`config.mk`:
```
export PLATFORM = sky130hd
export DESIGN_NAME = dht_uart_reporter
export DESIGN_NICKNAME = d
export VERILOG_FILES = /design/src/rtl/dht_report_pkg.sv /design/src/rtl/uart_tx_byte.sv /design/src/rtl/dht_uart_reporter.sv
export SDC_FILE = /design/constraint.sdc
export NUM_CORES = 1
export LEC_CHECK = 0
export CAP_MARGIN = 30
export CELL_PAD_IN_SITES_DETAIL_PLACEMENT = 1
export CELL_PAD_IN_SITES_GLOBAL_PLACEMENT = 1
export CORE_ASPECT_RATIO = 1.4
export CORE_MARGIN = 3
export CORE_UTILIZATION = 47
export CTS_CLUSTER_DIAMETER = 60
export DETAILED_ROUTE_END_ITERATION = 10
export GPL_TIMING_DRIVEN = 0
export HOLD_SLACK_MARGIN = 0.02
export PLACE_DENSITY = 0.92
export REMOVE_ABC_BUFFERS = 1
export SETUP_SLACK_MARGIN = 0.5
export SLEW_MARGIN = 20
export SYNTH_ARGS = -nofsm -noshare
export SYNTH_HDL_FRONTEND = slang
export SYNTH_SLANG_ARGS = --single-unit
```
`constraint.sdc`:
```
create_clock -name clk -period 2.3 [get_ports clk]
set_clock_uncertainty 0.15 [all_clocks]
set_input_delay 0.69 -clock clk [delete_from_list [all_inputs] [get_ports clk]]
set_output_delay 0.69 -clock clk [all_outputs]
set_load 0.03 [all_outputs]
```
`src/rtl/dht_report_pkg.sv`:
```
// Shared types, ASCII constants and BCD helpers for the DHT11 UART reporter.
package dht_report_pkg;

  typedef enum logic [2:0] {
    IDLE    = 3'd0,
    CONVERT = 3'd1,
    LOAD    = 3'd2,
    SEND    = 3'd3,
    FINISH  = 3'd4
  } state_t;

  localparam logic [7:0] CH_T    = 8'h54;
  localparam logic [7:0] CH_H    = 8'h48;
  localparam logic [7:0] CH_EQ   = 8'h3D;
  localparam logic [7:0] CH_SP   = 8'h20;
  localparam logic [7:0] CH_CR   = 8'h0D;
  localparam logic [7:0] CH_LF   = 8'h0A;
  localparam logic [7:0] CH_E    = 8'h45;
  localparam logic [7:0] CH_R    = 8'h52;
  localparam logic [7:0] CH_ZERO = 8'h30;

  localparam int MSG_LEN_OK  = 13;
  localparam int MSG_LEN_ERR = 5;

  // One double-dabble iteration on {hundreds, tens, units, binary[7:0]}.
  function automatic logic [19:0] dd_step(input logic [19:0] x);
    logic [19:0] y;
    y = x;
    if (y[11:8]  >= 4'd5) y[11:8]  = y[11:8]  + 4'd3;
    if (y[15:12] >= 4'd5) y[15:12] = y[15:12] + 4'd3;
    if (y[19:16] >= 4'd5) y[19:16] = y[19:16] + 4'd3;
    return {y[18:0], 1'b0};
  endfunction

  function automatic logic [7:0] digit_char(input logic [3:0] d);
    return CH_ZERO + {4'd0, d};
  endfunction

endpackage

```
`src/rtl/uart_tx_byte.sv`:
```
// 8N1 byte transmitter, LSB first; every bit lasts exactly BAUD_DIV clocks.
module uart_tx_byte #(
  parameter int BAUD_DIV = 868
) (
  input  logic       clk,
  input  logic       rst_n,
  input  logic       start,
  input  logic [7:0] data,
  output logic       tx,
  output logic       tx_done,
  output logic       tx_busy
);

  localparam int CW = (BAUD_DIV > 1) ? $clog2(BAUD_DIV) : 1;

  logic [CW-1:0] baud_cnt;
  logic [3:0]    bit_idx;
  logic [8:0]    shreg;
  logic          tx_q;
  logic          busy_q;
  logic          done_q;

  // Handshake: data is taken on any clock where start=1 and tx_busy=0; start is
  // ignored while tx_busy=1; tx_done pulses for one clock right after the stop bit.
  always_ff @(posedge clk or negedge rst_n) begin
    if (!rst_n) begin
      tx_q     <= 1'b1;
      busy_q   <= 1'b0;
      done_q   <= 1'b0;
      baud_cnt <= '0;
      bit_idx  <= '0;
      shreg    <= '1;
    end else begin
      done_q <= 1'b0;
      if (!busy_q) begin
        if (start) begin
          busy_q   <= 1'b1;
          tx_q     <= 1'b0;
          shreg    <= {1'b1, data};
          baud_cnt <= '0;
          bit_idx  <= '0;
        end
      end else if (baud_cnt == CW'(BAUD_DIV - 1)) begin
        baud_cnt <= '0;
        if (bit_idx == 4'd9) begin
          busy_q <= 1'b0;
          done_q <= 1'b1;
        end else begin
          tx_q    <= shreg[0];
          shreg   <= {1'b1, shreg[8:1]};
          bit_idx <= bit_idx + 4'd1;
        end
      end else begin
        baud_cnt <= baud_cnt + 1'b1;
      end
    end
  end

  assign tx      = tx_q;
  assign tx_done = done_q;
  assign tx_busy = busy_q;

endmodule

```
`src/rtl/dht_uart_reporter.sv`:
```
// Captures a DHT11 result word and prints "T=ddd H=ddd\r\n" (or "ERR\r\n") over UART.
module dht_uart_reporter
  import dht_report_pkg::*;
#(
  parameter int CLK_FREQ = 100_000_000,
  parameter int BAUD     = 115200,
  parameter int BAUD_DIV = CLK_FREQ / BAUD
) (
  input  logic        clk,
  input  logic        rst_n,
  input  logic [15:0] data_in,
  input  logic        data_valid,
  output logic        tx,
  output logic        busy,
  output logic        done
);

  state_t      state, state_n;
  logic        dv_q;
  logic        trig;
  logic        err_q;
  logic [19:0] bcd_t, bcd_h;
  logic [2:0]  cnv_cnt;
  logic [3:0]  idx;
  logic [3:0]  last_idx;
  logic        tx_start;
  logic        tx_done;
  logic        tx_busy;
  logic [7:0]  ch;
  state_t      first_state;

  // FINISH already has busy low, so an edge arriving there is accepted too.
  assign trig        = data_valid & ~dv_q & ((state == IDLE) | (state == FINISH));
  assign first_state = (data_in == 16'h0000) ? LOAD : CONVERT;
  assign last_idx    = err_q ? 4'(MSG_LEN_ERR - 1) : 4'(MSG_LEN_OK - 1);

  always_ff @(posedge clk or negedge rst_n) begin
    if (!rst_n) state <= IDLE;
    else        state <= state_n;
  end

  always_comb begin
    state_n  = state;
    tx_start = 1'b0;
    case (state)
      IDLE:    if (trig) state_n = first_state;
      CONVERT: if (cnv_cnt == 3'd7) state_n = LOAD;
      LOAD: begin
        tx_start = 1'b1;
        state_n  = SEND;
      end
      SEND:    if (tx_done) state_n = (idx == last_idx) ? FINISH : LOAD;
      FINISH:  state_n = trig ? first_state : IDLE;
      default: state_n = IDLE;
    endcase
  end

  // The BCD shift registers double as the capture register for both bytes.
  always_ff @(posedge clk or negedge rst_n) begin
    if (!rst_n) begin
      dv_q    <= 1'b0;
      err_q   <= 1'b0;
      bcd_t   <= '0;
      bcd_h   <= '0;
      cnv_cnt <= '0;
      idx     <= '0;
    end else begin
      dv_q <= data_valid;
      if (trig) begin
        bcd_t   <= {12'd0, data_in[15:8]};
        bcd_h   <= {12'd0, data_in[7:0]};
        err_q   <= (data_in == 16'h0000);
        cnv_cnt <= '0;
        idx     <= '0;
      end else if (state == CONVERT) begin
        bcd_t   <= dd_step(bcd_t);
        bcd_h   <= dd_step(bcd_h);
        cnv_cnt <= cnv_cnt + 3'd1;
      end else if (state == SEND && tx_done) begin
        idx <= idx + 4'd1;
      end
    end
  end

  always_comb begin
    ch = CH_SP;
    if (err_q) begin
      case (idx)
        4'd0:       ch = CH_E;
        4'd1, 4'd2: ch = CH_R;
        4'd3:       ch = CH_CR;
        4'd4:       ch = CH_LF;
        default:    ch = CH_SP;
      endcase
    end else begin
      case (idx)
        4'd0:       ch = CH_T;
        4'd1, 4'd7: ch = CH_EQ;
        4'd2:       ch = digit_char(bcd_t[19:16]);
        4'd3:       ch = digit_char(bcd_t[15:12]);
        4'd4:       ch = digit_char(bcd_t[11:8]);
        4'd5:       ch = CH_SP;
        4'd6:       ch = CH_H;
        4'd8:       ch = digit_char(bcd_h[19:16]);
        4'd9:       ch = digit_char(bcd_h[15:12]);
        4'd10:      ch = digit_char(bcd_h[11:8]);
        4'd11:      ch = CH_CR;
        4'd12:      ch = CH_LF;
        default:    ch = CH_SP;
      endcase
    end
  end

  // The transmitter is always idle in LOAD, so every start is taken; the
  // SEND->LOAD->start path leaves a fixed two-clock high gap between characters.
  uart_tx_byte #(.BAUD_DIV(BAUD_DIV)) u_tx (
    .clk     (clk),
    .rst_n   (rst_n),
    .start   (tx_start),
    .data    (ch),
    .tx      (tx),
    .tx_done (tx_done),
    .tx_busy (tx_busy)
  );

  assign busy = (state == CONVERT) | (state == LOAD) | (state == SEND);
  assign done = (state == FINISH);

endmodule

```
==> impl_metrics.py, run 1 <==
metrics = {
    "layout": {
        "post-route-cell-area_sq_mm": 0.006017,
        "nets": 586,
        "drive_above_1_share_pct": 34.12,
        "diodes": 0,
        "final_common_cell": "nand2_1",
        "seqCellArea_sq_mm": 0.001948,
        "final_cells": 656,
        "layout_common_cells": "nand2_1, dfrtp_1, buf_4",
        "fill_cells": 901,
        "syn_to_final_growth_pct": 39.11,
        "multiInputGateArea_sq_mm": 0.002706,
    },
    "clocking": {
        "clkTransAtPathRegs_ns": 0.07,
        "cts.sinks": 77,
        "numCtsBuffers": 9,
        "clock_tree.root_cell": "clkbuf_16",
        "cts_tree": "yes",
        "clk_latency_ns": 0.36,
        "cts_max_level": 3,
        "clk_path_buf_depth": 2,
    },
    "critical_path": {
        "startpoint_type": "flip-flop",
        "worstSetupPathType": "flip-flop to flip-flop",
        "crit_path_frequent_cell": "o211ai_1",
        "worstReg2RegStart": "u_tx.baud_cnt[1]",
        "end_kind": "flip-flop",
        "path_cells": "ha_2 > or4b_4 > nor4_4 > and3_1 > o211ai_1 > o211ai_1",
        "arrival_ns": 2.42,
        "r2r_end": "u_tx.shreg[3]",
        "r2r_cells": 6,
        "cp_slowest_stage_delay_ns": 0.53,
        "required_ns": 2.40,
        "cp_num_buf_inv": 0,
        "r2r_slack_ns": -0.02,
        "critPathTopFamily": "simple AND/OR/NAND/NOR gates",
        "cp_slowest_cell": "or4b_4",
        "crit_fanout": 4,
    },
    "route": {
        "drt_first_pass_iters": 5,
        "drt_iter0_drc": 440,
        "viasPerCell": 6.869,
        "vias": 4506,
        "drt-wirelength-per-cell_um": 28.19,
        "drcViolationCount": 0,
        "wirelength_um": 18500,
        "ant_nets": 0,
    },
    "placement": {
        "place_area_sq_mm": 0.004652,
        "place_inst": 576,
        "place_congestion": 0.7881,
        "port_buffers": 21,
        "hpwl_um": 7835,
    },
    "floorplanning": {
        "core-area_sq_mm": 0.008758,
        "fp.dieW_um": 87.08,
        "num_io_pins": 22,
        "initial_core_util_pct": 49.39,
        "rows": 40,
        "fp.dieH_um": 119.5,
        "dieArea_sq_mm": 0.01041,
    },
    "timing": {
        "report.final.slew_viol_count": 0,
        "fin_crit_sh_pct": 100.7,
        "setup_viol": 1,
        "relSlewSlack_pct": 62.94,
        "worstMarginPinSlew_ns": 0.5546,
        "tns_ns": -0.01667,
        "rsz0062_at_grt": "true",
        "period_needed_ns": 2.317,
        "fmax_mhz": 431.7,
        "setup_slack_ns": -0.01667,
        "hold_viol": 0,
    },
    "power_and_ir_drop": {
        "power_density_mw_per_mm2": 500.3,
        "p_leak_nw": 2.627,
        "ir_worst_vdd_mv": 0.6781,
    },
    "global_routing": {
        "grt_antenna_before_repair": 0,
        "grt_max_degree": 51,
        "grt_pass1_vias": 4518,
        "grt_pass1_wl_um": 23810,
        "grtUsageTotal_pct": 29.39,
        "grt_overflow": 0,
    },
    "logic_synthesis": {
        "syn_area_sq_mm": 0.004325,
        "synth.distinct_cells": 51,
        "async_reset_ff_share_pct": 100.0,
        "syn_avg_cell_area_sq_um": 9.223,
        "yosysWarnings": 0,
        "synth-seq-cells": 77,
        "ys.flop_type": "dfrtp_1",
        "ys_seq_area_share_pct": 44.81,
        "netlist_instances": 469,
        "synth_edf_count": 0,
    },
    "min_path": {
        "hold_class": "primary input to asynchronous set/reset pin",
    },
    "flow_run": {
        "max_cap_viol_count": 0,
    },
    "run_status": {
        "violations": "negative setup slack",
        "status": "finished with violations",
    },
}
-- stage by stage --
stage	util (%)	setup WS [ns]	power (W)	hold slack (ns)
5_1_grt	68.70	-0.1192	0.003083	0.1448
3_5_place_dp	53.11	-0.6236	0.001526	0.3074
4_1_cts	62.47	0.2165	0.002953	0.1398
6_report	68.70	-0.01667	0.003010	0.1220
3_3_place_gp	52.21	-3.525	0.001516	0.3018
2_1_floorplan	-	-1.443	0.001443	0.2444
-- logic make-up after synthesis --
| group | after synthesis | synth area share, % |
|---|---|---|
| compound gates | 149 | 23.32 |
| xor+xnor | 15 | 3.037 |
| fa+ha+maj | 21 | 6.075 |
| buf+inv | 43 | 3.818 |
| flops | 77 | 44.81 |
| mux | 1 | 0.2314 |
| simple gates | 163 | 18.72 |
-- synthesized netlist by cell type (2+ instances only) --
library cell	instances	area share, %
buf_2	3	0.35
or2_2	2	0.29
nor2b_1	6	0.87
a221oi_1	2	0.41
o21ai_0	46	5.3
nand2b_1	11	1.6
a222oi_1	2	0.46
or3b_2	2	0.41
inv_1	19	1.6
and3_1	3	0.43
a21oi_1	17	2.0
clkbuf_1	21	1.8
and2_1	2	0.29
a22o_1	13	2.6
nor4_1	4	0.58
nor3b_1	4	0.69
o211ai_1	3	0.52
o22ai_1	8	1.2
a2bb2oi_1	2	0.41
ha_1	21	6.1
a211oi_1	4	0.69
xor2_1	5	1.0
o21ai_1	2	0.23
nor2_1	19	1.6
nand4_1	3	0.43
nand3_1	7	0.81
nor4_4	2	0.98
nand2_1	81	7.0
dfrtp_1	68	39
a22oi_1	18	3.1
o32ai_1	4	0.81
nor3_1	8	0.93
nand3b_1	5	0.87
a31oi_1	5	0.72
dfstp_2	9	5.5
xnor2_1	10	2.0
a32o_1	6	1.4
o31ai_1	9	1.6
-- worst max-delay path by stage --
stage          cells after the start             to  slack, ns             start
2_1_floorplan                      3      bcd_h[10]      -1.44          state[1]
3_3_place_gp                       3      bcd_h[10]      -3.52          state[1]
3_5_place_dp                       6      bcd_h[19]      -0.62        data_valid
4_1_cts                            6  u_tx.shreg[3]       0.22  u_tx.baud_cnt[0]
5_1_grt                            6  u_tx.shreg[3]      -0.12  u_tx.baud_cnt[1]
6_report                           6  u_tx.shreg[3]      -0.02  u_tx.baud_cnt[1]
-- metal layers --
layer  vias up  share of wire (%)  global-route usage (%)
met3       102                5.5                   6.044
met4         0                5.9                   11.99
met1      2282                 34                   32.75
met2       255                 54                   53.04
li1       1867                  -                       -
met5         -                  0                       0
-- cell type report --
cell class	instances	area share (%)
Tap cell	105	2.183
Clock inverter	7	1.268
Multi-Input combinational cell	353	44.98
Sequential cell	77	32.38
Inverter	19	1.268
Clock buffer	9	3.743
Timing Repair Buffer	86	14.18
-- flip-flops by register name (all words and copies together), names as in the netlist, 3 cells and up --
register / count
u_tx.bit_idx: 4
u_tx.shreg: 8
bcd_t: 20
cnv_cnt: 3
bcd_h: 20
state: 3
u_tx.baud_cnt: 10
idx: 4
-- worst reg2reg max path, delay by kind of cell (launching register included) --
family                     cells  cell delay, ns
AOI/OAI and AO/OA              2            0.40
adders and majority gates      1            0.21
DFF                            1            0.39
and+or+nand+nor                3            1.08
-- report_power, final --
part	internal, W	total (W)	switching (W)
clock network	0.000845	0.00150	0.000651
registers	0.00137	0.00139	0.0000202
logic	0.0000430	0.000122	0.0000792
total	0.00226	0.00301	0.000750
-- timing repair --
item                                    4_1_cts  5_1_grt
endpoints found under the setup margin       78       69
hold buffers                                  0        0
gates cloned                                  4        2
resized for setup                           100       93
pin swaps                                    37       33
buffers inserted                             29       29
Power figures use the tool's default switching activity.
==> run 2, diff against run 1 <==
--- a/config.mk
+++ b/config.mk
@@ -18,7 +18,7 @@
 export PLACE_DENSITY = 0.92
 export REMOVE_ABC_BUFFERS = 1
 export SETUP_SLACK_MARGIN = 0.5
-export SLEW_MARGIN = 20
+export SLEW_MARGIN = 10
 export SYNTH_ARGS = -nofsm -noshare
 export SYNTH_HDL_FRONTEND = slang
 export SYNTH_SLANG_ARGS = --single-unit
==> impl_metrics.py, run 2 (synthesized netlist as in run 1, its figures left out) <==
metrics = {
    "power_and_ir_drop": {
        "internal_power_w": 0.002529,
        "p_total_w": 0.003292,
        "switching_share_pct": 23.19,
        "p_leak_nw": 2.723,
        "p_sw_w": 0.0007633,
        "power_frac_seq_pct": 42.5,
        "ir_worst_vdd_mv": 0.6573,
        "p_clk_share_pct": 53.3,
        "power_density_mw_per_mm2": 519.1,
        "p_comb_share_pct": 4.2,
    },
    "timing": {
        "fin_hold_ws_ns": 0.1225,
        "hold_viol": 0,
        "fmax_mhz": 415.4,
        "fin_crit_sh_pct": 104.7,
        "tns_ns": -0.2544,
        "worstMarginPinSlew_ns": 0.5761,
        "rsz0062_at_grt": "true",
        "setup_slack_ns": -0.1073,
        "setup_viol": 5,
        "report.final.slew_viol_count": 0,
        "period_needed_ns": 2.407,
        "relSlewSlack_pct": 61.19,
    },
    "critical_path": {
        "crit_fanout": 5,
        "cp_num_buf_inv": 1,
        "worstReg2RegStart": "u_tx.baud_cnt[1]",
        "cp_slowest_stage_delay_ns": 0.52,
        "cp_slowest_cell": "or4b_4",
        "end_kind": "flip-flop",
        "arrival_ns": 2.48,
        "path_cells": "ha_2 > or4b_4 > nor4_4 > buf_4 > nor2_4 > o21ai_0 > a31oi_1",
        "critPathTopFamily": "simple AND/OR/NAND/NOR gates",
        "worstSetupStartpoint": "u_tx.baud_cnt[1]",
        "required_ns": 2.37,
        "startpoint_type": "flip-flop",
        "worstSetupPathType": "flip-flop to flip-flop",
    },
    "flow_run": {
        "max_cap_viol_count": 0,
    },
    "run_status": {
        "violations": "negative setup slack",
        "status": "finished with violations",
    },
    "route": {
        "drt_iter0_drc": 638,
        "ant_nets": 0,
        "vias": 4932,
        "wirelength_um": 22760,
        "drt_first_pass_iters": 5,
        "viasPerCell": 7.405,
        "drt-wirelength-per-cell_um": 34.17,
        "drcViolationCount": 0,
    },
    "layout": {
        "diodes": 0,
        "layout_common_cells": "nand2_1, dfrtp_1, buf_4",
        "final_common_cell": "nand2_1",
        "seqCellArea_sq_mm": 0.001949,
        "nets": 597,
        "drive_above_1_share_pct": 43.14,
        "multiInputGateArea_sq_mm": 0.002888,
        "top_regs": "bcd_h: 20 flops, bcd_t: 20 flops, u_tx.baud_cnt: 10 flops",
        "fill_cells": 850,
        "syn_to_final_growth_pct": 46.63,
        "final_cells": 666,
    },
    "global_routing": {
        "grt_max_degree": 51,
        "grt_antenna_before_repair": 0,
        "grt_pass1_vias": 4907,
        "grtUsageTotal_pct": 34.28,
        "grt_pass1_wl_um": 26940,
        "grt_overflow": 0,
    },
    "clocking": {
        "ctsHoldBuffers": 0,
        "cts_max_level": 3,
        "numCtsBuffers": 9,
        "cts.sinks": 77,
        "clk_path_buf_depth": 2,
        "clock_tree.root_cell": "clkbuf_16",
        "clkTransAtPathRegs_ns": 0.07,
        "clk_latency_ns": 0.36,
        "cts_tree": "yes",
    },
    "placement": {
        "place_congestion": 0.7881,
        "port_buffers": 21,
        "place_inst": 576,
        "hpwl_um": 7797,
    },
    "floorplanning": {
        "initial_core_util_pct": 49.39,
        "fp.dieW_um": 87.08,
        "fp.dieH_um": 119.5,
        "dieArea_sq_mm": 0.01041,
        "num_io_pins": 22,
        "rows": 40,
        "core-area_sq_mm": 0.008758,
    },
    "min_path": {
        "hold_class": "primary input to asynchronous set/reset pin",
    },
}
-- run 2: cell count changes in the layout (fill, tap and decap cells not counted), moves of 6 or more --
cell and change:
a22oi_2 +13, buf_4 +7, nand2_1 -10, inv_2 +6, a22oi_1 -13, o21ai_1 -6, nand2_2 +8, buf_6 +6
-- run 2: metrics by stage --
stage	area, sq um	utilization (%)	setup slack (ns)
3_5_place_dp	4652	53.11	-0.6465
6_report	6342	72.41	-0.1073
5_1_grt	6342	72.41	-0.1234
2_1_floorplan	4232	-	-1.443
4_1_cts	5654	64.56	0.2061
3_3_place_gp	4573	52.21	-3.525
-- run 2: worst paths after layout --
check                           cells past startpoint               end  slack (ns)
worst max-delay path                                7  u_tx.baud_cnt[7]       -0.11
worst min-delay path                                1   u_tx.bit_idx[0]        0.12
worst max register to register                      7  u_tx.baud_cnt[7]       -0.11
worst min register to register                      2     u_tx.shreg[6]        0.35
max in group asynchronous                           2     u_tx.shreg[5]        1.24
min in group clk                                    2     u_tx.shreg[6]        0.35
-- run 2: final cells by class --
class                   instances  area share (%)
multi-input cells             351           45.53
flip-flops and latches         77           30.74
repair buffers                 99           15.01
clock buffers                  11           3.985
well taps                     105           2.071
clock inverters                 4           1.499
inverters                      19           1.164
-- run 2: power groups by stage --
stage               Clock, W  Combinational, W  Sequential, W
floorplan                  0         0.0000341        0.00141
global placement           0          0.000103        0.00141
detailed placement         0          0.000113        0.00141
CTS                  0.00169          0.000109        0.00139
global route         0.00179          0.000143        0.00140
finish               0.00175          0.000137        0.00140
-- run 2: routing by layer --
layer / global-route usage, % / up-vias / wire, um
li1: - / 1894 / -
met4: 22.71 / 0 / 2320
met3: 6.731 / 207 / 1984
met2: 59.22 / 459 / 11130
met1: 36.91 / 2372 / 7325
met5: 0 / - / 0
-- run 2: worst reg2reg max path, stage by stage, from the launching register on --
cell	delay [ns]
dfrtp_1	0.39
ha_2	0.21
or4b_4	0.52
nor4_4	0.36
buf_4	0.22
nor2_4	0.06
o21ai_0	0.18
a31oi_1	0.17
-- run 2: timing repair --
item | in CTS | in global routing
setup buffers | 41 | 29
pin swaps | 43 | 64
cloned | 2 | 3
resized for setup | 122 | 119
endpoints found under the setup margin | 77 | 75
==> run 3, diff against run 2 <==
--- a/config.mk
+++ b/config.mk
@@ -7,15 +7,15 @@
 export LEC_CHECK = 0
 export CAP_MARGIN = 30
 export CELL_PAD_IN_SITES_DETAIL_PLACEMENT = 1
-export CELL_PAD_IN_SITES_GLOBAL_PLACEMENT = 1
+export CELL_PAD_IN_SITES_GLOBAL_PLACEMENT = 2
 export CORE_ASPECT_RATIO = 1.4
 export CORE_MARGIN = 3
-export CORE_UTILIZATION = 47
+export CORE_UTILIZATION = 38
 export CTS_CLUSTER_DIAMETER = 60
 export DETAILED_ROUTE_END_ITERATION = 10
 export GPL_TIMING_DRIVEN = 0
 export HOLD_SLACK_MARGIN = 0.02
-export PLACE_DENSITY = 0.92
+export PLACE_DENSITY = 0.91
 export REMOVE_ABC_BUFFERS = 1
 export SETUP_SLACK_MARGIN = 0.5
 export SLEW_MARGIN = 10
==> impl_metrics.py, run 3 (synthesized netlist as in run 1, its figures left out) <==
metrics = {
    "placement": {
        "place_inst": 612,
        "pre_cts_ws_ns": -0.6204,
        "port_buffers": 21,
        "place_congestion": 0.7631,
        "hpwl_um": 7767,
    },
    "timing": {
        "setup_slack_ns": 0.1316,
        "worstMarginPinSlew_ns": 0.5971,
        "relSlewSlack_pct": 60.20,
        "fin_crit_sh_pct": 94.28,
        "report.final.slew_viol_count": 0,
        "fin_hold_ws_ns": 0.1444,
        "fmax_mhz": 461.2,
        "period_needed_ns": 2.168,
        "setup_viol": 0,
        "rsz0062_at_grt": "true",
        "hold_viol": 0,
        "tns_ns": 0,
    },
    "flow_run": {
        "max_cap_viol_count": 0,
    },
    "global_routing": {
        "grt_antenna_before_repair": 0,
        "grtUsageTotal_pct": 21.15,
        "grt_pass1_wl_um": 21280,
        "grtUsageMet1_pct": 24.73,
        "grt_pass1_vias": 4197,
        "grt_overflow": 0,
        "grt_busiest_layer": "met2",
        "grt_max_degree": 48,
        "grt_use_met2_pct": 37.61,
        "met3_usage_pct": 3.541,
    },
    "critical_path": {
        "worstReg2RegStart": "u_tx.baud_cnt[0]",
        "worstSetupStartpoint": "u_tx.baud_cnt[0]",
        "arrival_ns": 2.27,
        "startpoint_type": "flip-flop",
        "required_ns": 2.40,
        "crit_fanout": 4,
        "r2r_slack_ns": 0.13,
        "worstSetupPathType": "flip-flop to flip-flop",
        "end_kind": "flip-flop",
        "r2r_cells": 7,
    },
    "layout": {
        "nets": 576,
        "diodes": 0,
        "drive_above_1_share_pct": 31.05,
        "top_regs": "bcd_h: 20 flops, bcd_t: 20 flops, u_tx.baud_cnt: 10 flops",
        "layout_common_cells": "nand2_1, dfrtp_1, buf_4",
        "final_cells": 682,
        "syn_to_final_growth_pct": 37.66,
        "final_common_cell": "nand2_1",
    },
    "route": {
        "wirelength_um": 13760,
        "drcViolationCount": 0,
        "viasPerCell": 5.811,
        "drt_iter0_drc": 207,
        "vias": 3963,
        "ant_nets": 0,
        "drt_first_pass_iters": 6,
        "drt-wirelength-per-cell_um": 20.18,
    },
    "power_and_ir_drop": {
        "power_density_mw_per_mm2": 506.8,
        "ir_worst_vdd_mv": 0.3659,
        "p_total_w": 0.003018,
        "p_leak_nw": 2.599,
    },
    "min_path": {
        "hold_class": "primary input to asynchronous set/reset pin",
    },
    "floorplanning": {
        "num_io_pins": 22,
        "core-area_sq_mm": 0.01098,
        "fp.dieW_um": 96.17,
        "dieArea_sq_mm": 0.01272,
        "rows": 45,
        "fp.dieH_um": 132.2,
        "initial_core_util_pct": 39.40,
    },
    "clocking": {
        "ctsHoldBuffers": 0,
        "cts_max_level": 3,
        "numCtsBuffers": 9,
        "clock_tree.root_cell": "clkbuf_16",
        "cts.sinks": 77,
        "clk_path_buf_depth": 2,
        "clk_latency_ns": 0.34,
        "cts_tree": "yes",
        "clkTransAtPathRegs_ns": 0.06,
    },
    "run_status": {
        "status": "complete, no violations",
    },
}
## run 3: per-stage QoR
stage	area [sq um]	utilization, %
6_report	5954	54.23
5_1_grt	5954	54.23
4_1_cts	5578	50.80
3_5_place_dp	4701	42.81
3_3_place_gp	4618	42.06
2_1_floorplan	4232	-
## run 3: power breakdown
| part | total, W | switching [W] | internal [W] |
|---|---|---|---|
| combinational | 0.000115 | 0.0000703 | 0.0000446 |
| clock | 0.00151 | 0.000578 | 0.000933 |
| sequential | 0.00139 | 0.0000196 | 0.00137 |
| total | 0.00302 | 0.000668 | 0.00235 |
## run 3: layer usage
metal	wire, um	vias to the layer above
li1	-	1837
met1	5388	2011
met2	7594	80
met3	421	35
met4	358	0
met5	0	-
## run 3: final timing paths
kind / end
max: u_tx.shreg[3]
min: u_tx.bit_idx[0]
max reg2reg: u_tx.shreg[3]
min reg2reg: u_tx.shreg[7]
max in group asynchronous: u_tx.shreg[5]
min in group clk: u_tx.shreg[7]
## run 3: layout make-up
class	count	area (sq um)
Fill cell	1188	5025
Multi-Input combinational cell	350	2676
Sequential cell	77	1947
Timing Repair Buffer	79	757.0
Clock buffer	12	266.5
Tap cell	141	176.4
Inverter	19	76.32
Clock inverter	4	55.05
## run 3: critical path, stage by stage (launching register included)
cell	delay, ns
dfrtp_1	0.39
ha_4	0.15
or4b_4	0.50
nor4_4	0.21
buf_4	0.18
and3_4	0.19
o211ai_1	0.09
o211ai_1	0.22
## run 3: repair_timing
item,in CTS,in global routing
buffers inserted,28,24
pin swaps,39,25
gates cloned,2,0
resized for setup,100,49
endpoints found under the setup margin,76,68
